`src/rtl/scan_sequencer_16_pkg.sv`:
```
// Shared definitions for the 16-channel demux scan sequencer.
// State encoding, channel count and default guard length.
package scan_sequencer_16_pkg;

   localparam int NCH           = 16;
   localparam int GUARD_DEFAULT = 2;

   typedef enum logic [1:0] {
      IDLE  = 2'd0,
      GUARD = 2'd1,
      DWELL = 2'd2
   } state_e;

endpackage

```
`src/rtl/scan_sequencer_16_next_channel_finder.sv`:
```
// Combinational search of a channel mask: next enabled channel above cur and lowest enabled channel.
// Zero latency; no flow control.
module next_channel_finder
   import scan_sequencer_16_pkg::*;
(
   input  logic [NCH-1:0] mask,
   input  logic [3:0]     cur,
   output logic [3:0]     next,
   output logic           wrap,
   output logic [3:0]     first
);

   // Descending loops so the lowest qualifying channel is the last one written.
   always_comb begin
      next  = 4'd0;
      wrap  = 1'b1;
      first = 4'd0;
      for (int i = NCH - 1; i >= 0; i--) begin
         if (mask[i]) begin
            first = 4'(i);
            if (i > int'(cur)) begin
               next = 4'(i);
               wrap = 1'b0;
            end
         end
      end
   end

endmodule

```
`src/rtl/scan_sequencer_16.sv`:
```
// Scans enabled demux channels in ascending order: GUARD cycles with E low, then max(dwell,1) cycles E high.
// First E high GUARD+1 cycles after start; stop aborts to IDLE next cycle; start while busy is ignored.
module scan_sequencer_16
   import scan_sequencer_16_pkg::NCH;
   import scan_sequencer_16_pkg::GUARD_DEFAULT;
   import scan_sequencer_16_pkg::state_e;
#(
   parameter int DWELL_W = 16,
   parameter int GUARD   = GUARD_DEFAULT
)(
   input  logic               clk,
   input  logic               rst_n,
   input  logic               start,
   input  logic               stop,
   input  logic               cont,
   input  logic [DWELL_W-1:0] dwell,
   input  logic [NCH-1:0]     ch_mask,
   output logic [3:0]         S,
   output logic               E,
   output logic               busy,
   output logic               frame_done
);

   localparam logic [3:0] GLOAD = 4'(GUARD - 1);

   state_e             state;
   logic [NCH-1:0]     mask_q;
   logic [DWELL_W-1:0] dwell_q;
   logic [DWELL_W-1:0] dcnt;
   logic               cont_q;
   logic [3:0]         gcnt;

   logic [NCH-1:0]     find_mask;
   logic [3:0]         nxt_ch;
   logic [3:0]         first_ch;
   logic               wrap;

   // In IDLE the finder looks at the live mask so the first channel is known at start.
   assign find_mask = (state == scan_sequencer_16_pkg::IDLE) ? ch_mask : mask_q;

   next_channel_finder u_find (
      .mask  (find_mask),
      .cur   (S),
      .next  (nxt_ch),
      .wrap  (wrap),
      .first (first_ch)
   );

   always_ff @(posedge clk) begin
      if (!rst_n) begin
         state      <= scan_sequencer_16_pkg::IDLE;
         S          <= 4'd0;
         E          <= 1'b0;
         busy       <= 1'b0;
         frame_done <= 1'b0;
         mask_q     <= '0;
         dwell_q    <= '0;
         cont_q     <= 1'b0;
         dcnt       <= '0;
         gcnt       <= 4'd0;
      end else begin
         frame_done <= 1'b0;
         if (stop && state != scan_sequencer_16_pkg::IDLE) begin
            state <= scan_sequencer_16_pkg::IDLE;
            E     <= 1'b0;
            busy  <= 1'b0;
         end else begin
            case (state)
               scan_sequencer_16_pkg::IDLE: begin
                  if (start && !stop && ch_mask != '0) begin
                     mask_q  <= ch_mask;
                     dwell_q <= (dwell == '0) ? DWELL_W'(1) : dwell;
                     cont_q  <= cont;
                     S       <= first_ch;
                     gcnt    <= GLOAD;
                     E       <= 1'b0;
                     busy    <= 1'b1;
                     state   <= scan_sequencer_16_pkg::GUARD;
                  end
               end
               scan_sequencer_16_pkg::GUARD: begin
                  if (gcnt == 4'd0) begin
                     E     <= 1'b1;
                     dcnt  <= dwell_q - DWELL_W'(1);
                     state <= scan_sequencer_16_pkg::DWELL;
                  end else begin
                     gcnt <= gcnt - 4'd1;
                  end
               end
               scan_sequencer_16_pkg::DWELL: begin
                  if (dcnt == '0) begin
                     E <= 1'b0;
                     if (!wrap) begin
                        S     <= nxt_ch;
                        gcnt  <= GLOAD;
                        state <= scan_sequencer_16_pkg::GUARD;
                     end else begin
                        frame_done <= 1'b1;
                        if (cont_q) begin
                           S     <= first_ch;
                           gcnt  <= GLOAD;
                           state <= scan_sequencer_16_pkg::GUARD;
                        end else begin
                           busy  <= 1'b0;
                           state <= scan_sequencer_16_pkg::IDLE;
                        end
                     end
                  end else begin
                     dcnt <= dcnt - DWELL_W'(1);
                  end
               end
               default: begin
                  E     <= 1'b0;
                  busy  <= 1'b0;
                  state <= scan_sequencer_16_pkg::IDLE;
               end
            endcase
         end
      end
   end

endmodule

```
`config.mk`:
```
export PLATFORM = sky130hd
export DESIGN_NAME = scan_sequencer_16
export DESIGN_NICKNAME = d
export VERILOG_FILES = /design/src/rtl/scan_sequencer_16_pkg.sv /design/src/rtl/scan_sequencer_16_next_channel_finder.sv /design/src/rtl/scan_sequencer_16.sv
export SDC_FILE = /design/constraint.sdc
export NUM_CORES = 1
export LEC_CHECK = 0
export BUFFER_PORTS_ARGS = -buffer_cell sky130_fd_sc_hd__buf_2
export CORE_UTILIZATION = 40
export DETAILED_ROUTE_END_ITERATION = 16
export HOLD_SLACK_MARGIN = 0.06
export PLACE_DENSITY = 0.68
export SLEW_MARGIN = 5
export SYNTH_ARGS = -nofsm -noshare
export SYNTH_HDL_FRONTEND = slang
export SYNTH_SLANG_ARGS = --single-unit
export TNS_END_PERCENT = 5
```
`constraint.sdc`:
```
create_clock -name clk -period 3.1 [get_ports clk]
set_input_delay 0.62 -clock clk [delete_from_list [all_inputs] [get_ports clk]]
set_output_delay 0.62 -clock clk [all_outputs]
set_load 0.03 [all_outputs]
```
== Word level (Yosys, flattened, before mapping) ==
Index checks and enable logic that the tools add are counted.

* Word-level logic and storage cells: 172
* Output and inout bits: 7
* Bits in read-only memories: 0
* Flip-flop bits (word level): 62
* Bits in writable memories: 0
* Bits of input ports: 37
* Bits in latches: 0
* Memories kept: 0

* Bitwise gates (word level): 5
* Reductions and logical operators: 21
* Order comparisons: 15
* $add $sub $neg: 3
* Div/mod/pow operators: 0
* Shift-type cells: 0
* Multiply operators: 0
* Muxes and demuxes: 108
* Eq/ne operators: 10

{| class="wikitable"
|+ Operators by type and width
! cell !! count
|-
| $mux W4 || 55
|-
| $mux W16 || 4
|-
| $mux W1 || 40
|-
| $gt A4 B4 Y1 const A || 8
|-
| $logic_not A16 Y1 || 2
|-
| $pmux W16 S2 || 1
|-
| $sub A16 B1 Y16 const B || 2
|-
| $gt A3 B4 Y1 const A || 4
|-
| $reduce_bool A16 Y1 || 1
|-
| $ne A2 B2 Y1 const B || 6
|-
| $pmux W4 S3 || 1
|-
| $reduce_and A5 Y1 || 2
|-
| $gt A2 B4 Y1 const A || 2
|-
| $pmux W4 S2 || 1
|-
| $mux W2 || 3
|-
| $pmux W1 S3 || 2
|-
| $pmux W2 S3 || 1
|-
| $reduce_and A3 Y1 || 2
|-
| $reduce_and A6 Y1 || 1
|-
| $reduce_bool A2 Y1 || 3
|-
| $not A1 Y1 || 5
|-
| $gt A1 B4 Y1 const A || 1
|-
| $logic_not A4 Y1 || 1
|-
| $reduce_and A4 Y1 || 1
|-
| other kinds (11) || 13
|}

== Logic depth before layout (Yosys ltp) ==
Gate-level depths: netlist of the first run.

* Depth in word-level cells: 34
* Gate-level depth with buffers: 14
* Depth with buffers taken out: 11

== Cells and area by module ==
From an unflattened synthesis of the first run, not the netlist that was laid out.

* Cell total of the unflattened synthesis: 485
* Area, all modules: 3842.4 µm²

{| class="wikitable"
|+ Modules (own cells, without submodules)
! module !! sequential area each (µm²) !! instances !! cells each !! area each (µm²)
|-
| scan_sequencer_16 || 1221.2 || 1 || 385 || 3265.6
|-
| next_channel_finder || 0.0 || 1 || 100 || 576.8
|}

== Worst setup path before layout of the first run ==
Ideal clock, no wire load.

* Path type: reg2reg
* From: reg, netlist name E
* To: reg dcnt[12]
* Setup slack: -0.321 ns
* Required time: 3.009 ns
* Path buffers: 4
* Period minus slack after synthesis: 3.421 ns
* Cell stages (with the launch flop): 15
* Data arrival time: 3.330 ns
* Path through: dfxtp_1 nand2b_1 buf_2 buf_2 clkbuf_1 clkbuf_1 mux2i_1 ha_1 inv_1 or4b_1 nand2b_1 nor2_1 xor2_1 nand2_1 a311oi_1

{| class="wikitable"
|+ RTL lines
! what !! line !! source
|-
| end signal: assignment || scan_sequencer_16.sv:84 || <nowiki>dcnt <= dwell_q - DWELL_W'(1);</nowiki>
|-
| end signal: assignment || scan_sequencer_16.sv:109 || <nowiki>dcnt <= dcnt - DWELL_W'(1);</nowiki>
|-
| end: declaration || scan_sequencer_16.sv:29 || <nowiki>logic [DWELL_W-1:0] dcnt;</nowiki>
|}

== Worst setup path in the final report of the first run ==
* From: reg state[0]
* To: reg dcnt[12]

* Cells in the longest elaborated chain, start to end: 4
* Elaborated cells between the ends (all ways): 10
* Classes of those cells: eq/ne: 4; mux: 1; bitwise: 1; reduce/logical: 4

{| class="wikitable"
|+ Ends and longest elaborated chain
! what !! line !! source
|-
| start: declaration || scan_sequencer_16.sv:26 || <nowiki>state_e state;</nowiki>
|-
| start signal: assignment || scan_sequencer_16.sv:51 || <nowiki>state <= scan_sequencer_16_pkg::IDLE;</nowiki>
|-
| start signal: assignment || scan_sequencer_16.sv:64 || <nowiki>state <= scan_sequencer_16_pkg::IDLE;</nowiki>
|-
| start signal: assignment || scan_sequencer_16.sv:78 || <nowiki>state <= scan_sequencer_16_pkg::GUARD;</nowiki>
|-
| branches (longest 4 deep; another with $reduce_and A4 Y1) || -- ||
|}

Parallel ways; which one is timed is not known.
A chain may end at the register's enable or synchronous reset.

==> results of run 1 <==
[layout by cell type (no fill, tap or decap), types with 10 or more instances in the layout]
cell        n
a21oi_1    51
buf_2      43
buf_4      19
clkbuf_8   10
dfxtp_1    60
mux2i_1    25
nand2_1   110
nor2_1     43
nor3_1     12
nor4_1     10
o21ai_0    30
[where the power goes]
| group | internal [mW] | leakage, nW | switching (mW) | total (mW) |
|---|---|---|---|---|
| registers | 0.846 | 0.498 | 0.0701 | 0.916 |
| logic | 0.332 | 1.23 | 0.504 | 0.836 |
| clock network | 0.391 | 0.0964 | 0.332 | 0.724 |
| total | 1.57 | 1.82 | 0.906 | 2.48 |
[cells by family (layout without fill, tap and decap cells)]
group                      Yosys count  count (layout)  synth area share (%)
AOI/OAI and AO/OA                  158             158                  26.3
xor gates and xnor gates             8               8                  1.72
buffers and inverters               46              88                  4.91
and+or+nand+nor                    238             238                  28.1
muxes                               32              32                  8.08
DFF                                 61              61                  30.0
adders and majority gates            3               3                 0.860
[worst max-delay path: cells and delay by family (launching register included)]
family / cells / cell delay [ns]
flip-flops: 1 / 0.33
AND/OR/NAND/NOR: 5 / 1.27
adder cells (fa/ha/maj): 1 / 0.21
multiplexers: 1 / 0.39
XOR/XNOR: 1 / 0.16
AO/OA/AOI/OAI: 1 / 0.25
buffers and inverters: 2 / 0.16
[metal layers]
| layer | wire length [um] | up-vias | GRT usage, % |
|---|---|---|---|
| met2 | 5020 | 138 | 33.1 |
| li1 | - | 2049 | - |
| met5 | 0 | - | 0 |
| met3 | 622 | 10 | 4.34 |
| met4 | 118 | 0 | 6.61 |
| met1 | 5600 | 1965 | 32.6 |
[flip-flops by register name, summed over array words and instances, names as in the netlist]
signal,cells
E,1
cont_q,1
dcnt,16
gcnt,4
mask_q,16
frame_done,1
S,4
state,1
busy,1
dwell_q,16
[final cells by class]
cell class / count / area share, %
Clock buffer: 12 / 3.13
Inverter: 10 / 0.810
Timing Repair Buffer: 62 / 7.73
Sequential cell: 61 / 26.4
Tap cell: 133 / 3.59
Multi-Input combinational cell: 439 / 57.3
Clock inverter: 4 / 1.03
[cell usage after synthesis, types with 7 or more instances]
library cell / count / share of area, %
nor3_1: 12 / 1.5
o21ai_0: 30 / 3.7
nand3b_1: 7 / 1.3
clkbuf_1: 24 / 2.2
mux2_2: 7 / 1.9
mux2i_1: 25 / 6.1
nand3_1: 8 / 0.98
inv_1: 9 / 0.83
a21oi_1: 51 / 6.3
nor4_1: 10 / 1.5
o31ai_1: 7 / 1.3
nor2_1: 44 / 4.1
dfxtp_1: 61 / 30
nand2_1: 110 / 10
buf_2: 10 / 1.2
[worst min-delay path by stage]
| stage | slack [ns] | to | cells past startpoint | start |
|---|---|---|---|---|
| final | 0.46 | mask_q[0]$_SDFFE_PN0P_ | 2 | mask_q[0]$_SDFFE_PN0P_ |
| after global routing | 0.48 | mask_q[1]$_SDFFE_PN0P_ | 2 | mask_q[1]$_SDFFE_PN0P_ |
| after CTS | 0.46 | mask_q[1]$_SDFFE_PN0P_ | 2 | mask_q[1]$_SDFFE_PN0P_ |
| after detailed placement | 0.45 | mask_q[1]$_SDFFE_PN0P_ | 2 | mask_q[1]$_SDFFE_PN0P_ |
| after global placement | 0.44 | mask_q[0]$_SDFFE_PN0P_ | 2 | mask_q[0]$_SDFFE_PN0P_ |
| after floorplan | 0.44 | mask_q[0]$_SDFFE_PN0P_ | 2 | mask_q[0]$_SDFFE_PN0P_ |
==> impl_metrics.env, run 1 <==
export IMPL_hp_class="flip-flop to flip-flop"
export IMPL_pwr_density_cell_mw_per_mm2=534
export IMPL_place_congestion=0.886
export IMPL_fill_cells=1003
export IMPL_slowest_delay_ns=0.64
export IMPL_cp_max_fo=4
export IMPL_drv_cap=0
export IMPL_numCtsBuffers=9
export IMPL_ant_nets=0
export IMPL_dieHeight_um=103
export IMPL_cts_tree="built"
export IMPL_path_cells="nand2b_1 -> mux2_2 -> inv_1 -> ha_1 -> inv_1 -> or4b_1 -> nand2b_1 -> nor2_1 -> xor2_1 -> nand2_1 -> a311oi_1"
export IMPL_drtIter0Drc=310
export IMPL_worstPathArrival_ns=3.13
export IMPL_layout_drive_gt1_share_pct=19.2
export IMPL_pre_cts_ws_ns=0.236
export IMPL_routed_via_density=5.77
export IMPL_post_drt_wl_per_cell_um=15.8
export IMPL_peakVddDrop_mv=0.370
export IMPL_r2r_slack_ns=0.22
export IMPL_synth_seq_cells=61
export IMPL_dp_cells=705
export IMPL_syn_area_mm2=0.00407
export IMPL_track_usage_pct=22.4
export IMPL_fp_dieW_um=103
export IMPL_grt_overflow_total=0
export IMPL_hold_ws_ns=0.462
export IMPL_layout_setup_ws_ns=0.221
export IMPL_antenna_found_initial=0
export IMPL_finalMaxSlewViolations=0
export IMPL_post_cts_repair_setup_buffers=0
export IMPL_grt_pass1_vias=3606
export IMPL_nNetsFinal=622
export IMPL_worst_clock_skew_ns=0.0106
export IMPL_finalSetupTns_ns=0
export IMPL_area_growth_pct=13.7
export IMPL_cp_end_kind="flip-flop"
export IMPL_status="finished, final reports clean"
export IMPL_reg2reg_depth=11
export IMPL_design_core_area_mm2=0.00982
export IMPL_multiInputGateArea_mm2=0.00266
export IMPL_ioPinCount=44
export IMPL_synthArstFlopShare_pct=0
export IMPL_vias=4162
export IMPL_fmax_mhz=347
export IMPL_stdcell_count=721
export IMPL_synth_fp_nets=585
export IMPL_netlist_instances=546
export IMPL_regToRegEndpoint="dcnt[12]$_SDFFE_PN0P_"
export IMPL_io_buffers=43
export IMPL_maxSlewHeadroom_pct=53.2
export IMPL_seq_area_frac_synth_pct=30.0
export IMPL_wl_mm=11.4
export IMPL_synth_edff_count=0
export IMPL_power_leakage_nw=1.82
export IMPL_fin_crit_sh_pct=92.9
export IMPL_drtPass1Iterations=6
export IMPL_seq_area_mm2=0.00122
export IMPL_r2r_start="state[0]$_SDFFE_PP0P_"
export IMPL_final_area_mm2=0.00463
export IMPL_rsz0062_at_grt="false"
export IMPL_crit_path_top_delay_cell="or4b_1"
export IMPL_clockBufferDepth=2
export IMPL_grt_pass1_wl_mm=18.3
export IMPL_crit_type="flip-flop to flip-flop"
export IMPL_grt_max_degree=35
export IMPL_initial_utilization_pct=41.5
export IMPL_holdBufCountCts=0
export IMPL_cp_required_ns=3.36
export IMPL_period_needed_ns=2.88
export IMPL_place_area_mm2=0.00444
export IMPL_finish_utilization_pct=47.2
export IMPL_hold_violations=0
export IMPL_numClockSinks=61
export IMPL_cts_root_buf="clkbuf_8"
export IMPL_fin_total_pwr_mw=2.48
export IMPL_clock_latency_ns=0.35
export IMPL_dieArea_mm2=0.0106
export IMPL_start_kind="flip-flop"
export IMPL_endpoint="dcnt[12]$_SDFFE_PN0P_"
export IMPL_post_cts_resized=0
export IMPL_setup_worst_path_start="state[0]$_SDFFE_PP0P_"
export IMPL_clk_pin_slew_ns=0.07
export IMPL_worstMarginPinSlew_ns=0.697
export IMPL_antennaDiodeCount=0
export IMPL_synth_cell_types=72
export IMPL_drc_errors=0
export IMPL_synthFlopType="dfxtp_1"
export IMPL_yosys_warnings=0
export IMPL_num_rows=36
export IMPL_h_tree_depth=3
export IMPL_syn_area_per_cell_um2=7.46
export IMPL_setup_violations_final=0
export IMPL_hpwl_mm=8.20
Power figures use the tool's default switching activity.
==> inputs of run 2 (changes only) <==
--- a/config.mk
+++ b/config.mk
@@ -6,6 +6,7 @@
 export NUM_CORES = 1
 export LEC_CHECK = 0
 export BUFFER_PORTS_ARGS = -buffer_cell sky130_fd_sc_hd__buf_2
+export CORE_ASPECT_RATIO = 1.1
 export CORE_UTILIZATION = 40
 export DETAILED_ROUTE_END_ITERATION = 16
 export HOLD_SLACK_MARGIN = 0.06
==> run 2 against run 1 <==
- via count increased by 0.55%
- flip-flop and latch count unchanged
- register-to-register slack about the same
- setup slack got worse by 0.014 ns
- sequential power about the same
- critical endpoint is now S[2]$_SDFFE_PN0P_
==> impl_metrics.env, run 2 (same netlist as run 1, synthesis figures left out) <==
export IMPL_status="finished, final reports clean"
export IMPL_hold_end="mask_q[1]$_SDFFE_PN0P_"
export IMPL_post_drt_wl_per_cell_um=16.3
export IMPL_met1_usage_pct=27.2
export IMPL_ant_nets=0
export IMPL_stdcell_count=708
export IMPL_worstPathArrival_ns=3.14
export IMPL_vias=4185
export IMPL_antennaDiodeCount=0
export IMPL_fp_dieW_um=98.2
export IMPL_hold_ws_ns=0.468
export IMPL_ioPinCount=44
export IMPL_numCtsBuffers=9
export IMPL_pwr_density_cell_mw_per_mm2=553
export IMPL_io_buffers=43
export IMPL_worstMarginPinSlew_ns=0.671
export IMPL_hpwl_mm=8.28
export IMPL_layout_drive_gt1_share_pct=19.6
export IMPL_drtIter0Drc=206
export IMPL_drtPass1Iterations=6
export IMPL_peakVddDrop_mv=0.247
export IMPL_setup_violations_final=0
export IMPL_rsz0062_at_grt="false"
export IMPL_num_rows=38
export IMPL_initial_utilization_pct=41.2
export IMPL_cp_max_fo=21
export IMPL_start_kind="flip-flop"
export IMPL_dieHeight_um=108
export IMPL_fin_crit_sh_pct=93.3
export IMPL_worst_clock_skew_ns=0.0114
export IMPL_track_usage_pct=22.8
export IMPL_wl_mm=11.5
export IMPL_cp_required_ns=3.35
export IMPL_power_leakage_nw=1.86
export IMPL_largestRegisters="dcnt: 16 flops, dwell_q: 16 flops, mask_q: 16 flops"
export IMPL_hold_violations=0
export IMPL_busiest_layer="met2"
export IMPL_hp_class="flip-flop to flip-flop"
export IMPL_regToRegEndpoint="S[2]$_SDFFE_PN0P_"
export IMPL_grt_overflow_total=0
export IMPL_cp_end_kind="flip-flop"
export IMPL_fill_cells=1029
export IMPL_cts_root_buf="clkbuf_8"
export IMPL_r2r_start="state[0]$_SDFFE_PP0P_"
export IMPL_use_met2_pct=40.5
export IMPL_area_growth_pct=15.2
export IMPL_grt_pass1_vias=4052
export IMPL_reg2reg_depth=9
export IMPL_post_cts_repair_setup_buffers=0
export IMPL_maxSlewHeadroom_pct=55.2
export IMPL_r2r_slack_ns=0.21
export IMPL_clk_pin_slew_ns=0.07
export IMPL_clockBufferDepth=2
export IMPL_grt_pass1_wl_mm=19.2
export IMPL_numClockSinks=61
export IMPL_crit_type="flip-flop to flip-flop"
export IMPL_grt_max_degree=35
export IMPL_finalSetupTns_ns=0
export IMPL_cts_tree="built"
export IMPL_design_core_area_mm2=0.00989
export IMPL_antenna_found_initial=0
export IMPL_place_congestion=0.948
export IMPL_grt_use_met3_pct=2.99
export IMPL_nNetsFinal=622
export IMPL_period_needed_ns=2.89
export IMPL_clock_latency_ns=0.35
export IMPL_routed_via_density=5.91
export IMPL_fmax_mhz=346
export IMPL_final_common_cell="nand2_1"
export IMPL_dp_cells=692
export IMPL_dieArea_mm2=0.0106
export IMPL_holdBufCountCts=0
export IMPL_drc_errors=0
export IMPL_finalMaxSlewViolations=0
export IMPL_h_tree_depth=3
export IMPL_drv_cap=0
export IMPL_hp_start="mask_q[1]$_SDFFE_PN0P_"
export IMPL_hold_depth=2
export IMPL_final_cell_mix="nand2_1, dfxtp_1, a21oi_1"
[run 2: cell types whose count changed in the layout (fill, tap and decap cells not counted), moves of 2 or more]
| cell | delta |
|---|---|
| buf_12 | +2 |
| buf_4 | -2 |
| clkbuf_1 | -2 |
| clkinv_2 | -2 |
| clkinv_4 | +2 |
[run 2: per-layer routing]
| metal | share of wire (%) | wire length (um) |
|---|---|---|
| met1 | 43 | 4900 |
| met2 | 50 | 5700 |
| met3 | 5.1 | 588 |
| met4 | 2.8 | 327 |
| met5 | 0 | 0 |
[run 2: worst max path at each step]
stage	from	end
finish	state[0]$_SDFFE_PP0P_	S[2]$_SDFFE_PN0P_
global placement	ch_mask[12]	S[2]$_SDFFE_PN0P_
CTS	state[0]$_SDFFE_PP0P_	S[1]$_SDFFE_PN0P_
floorplan	E$_SDFFE_PP0P_	dcnt[12]$_SDFFE_PN0P_
detailed placement	state[0]$_SDFFE_PP0P_	S[1]$_SDFFE_PN0P_
global route	state[0]$_SDFFE_PP0P_	S[2]$_SDFFE_PN0P_
[run 2: what timing repair did]
action,4_1_cts,5_1_grt
endpoints found under the hold margin,0,0
endpoints found under the setup margin,0,1
resized for setup,0,2
[run 2: report_power, final]
part,internal (mW),switching [mW]
clock network,0.480,0.356
logic,0.335,0.510
registers,0.846,0.0693
total,1.66,0.935
[run 2: final cells by class]
| class | count | area (um^2) | share of cell area [%] |
|---|---|---|---|
| Clock buffer | 10 | 138 | 2.93 |
| Sequential cell | 61 | 1220 | 26.0 |
| Clock inverter | 6 | 93.8 | 2.00 |
| Tap cell | 120 | 150 | 3.20 |
| Inverter | 10 | 37.5 | 0.800 |
| Multi-Input combinational cell | 439 | 2670 | 56.9 |
| Timing Repair Buffer | 62 | 383 | 8.16 |
[run 2: critical path: stages (launching register included)]
cell and delay (ns):
dfxtp_1 0.31, buf_4 0.20, nor2_2 0.11, buf_4 0.27, mux2_2 0.44, a2111oi_4 0.45, nor3b_4 0.32, a31oi_2 0.22
nand3b_1 0.21, a311oi_1 0.26
[run 2: stage by stage]
| step | power [mW] | area [um^2] | worst slack (ns) | utilization, % |
|---|---|---|---|---|
| 6_report | 2.60 | 4690 | 0.207 | 47.5 |
| 3_3_place_gp | 1.73 | 4450 | 0.249 | 45.0 |
| 3_5_place_dp | 1.76 | 4450 | 0.182 | 45.0 |
| 4_1_cts | 2.60 | 4680 | 0.171 | 47.3 |
| 5_1_grt | 2.74 | 4690 | 0.0460 | 47.5 |
| 2_1_floorplan | 1.53 | 4080 | 0.0750 | - |
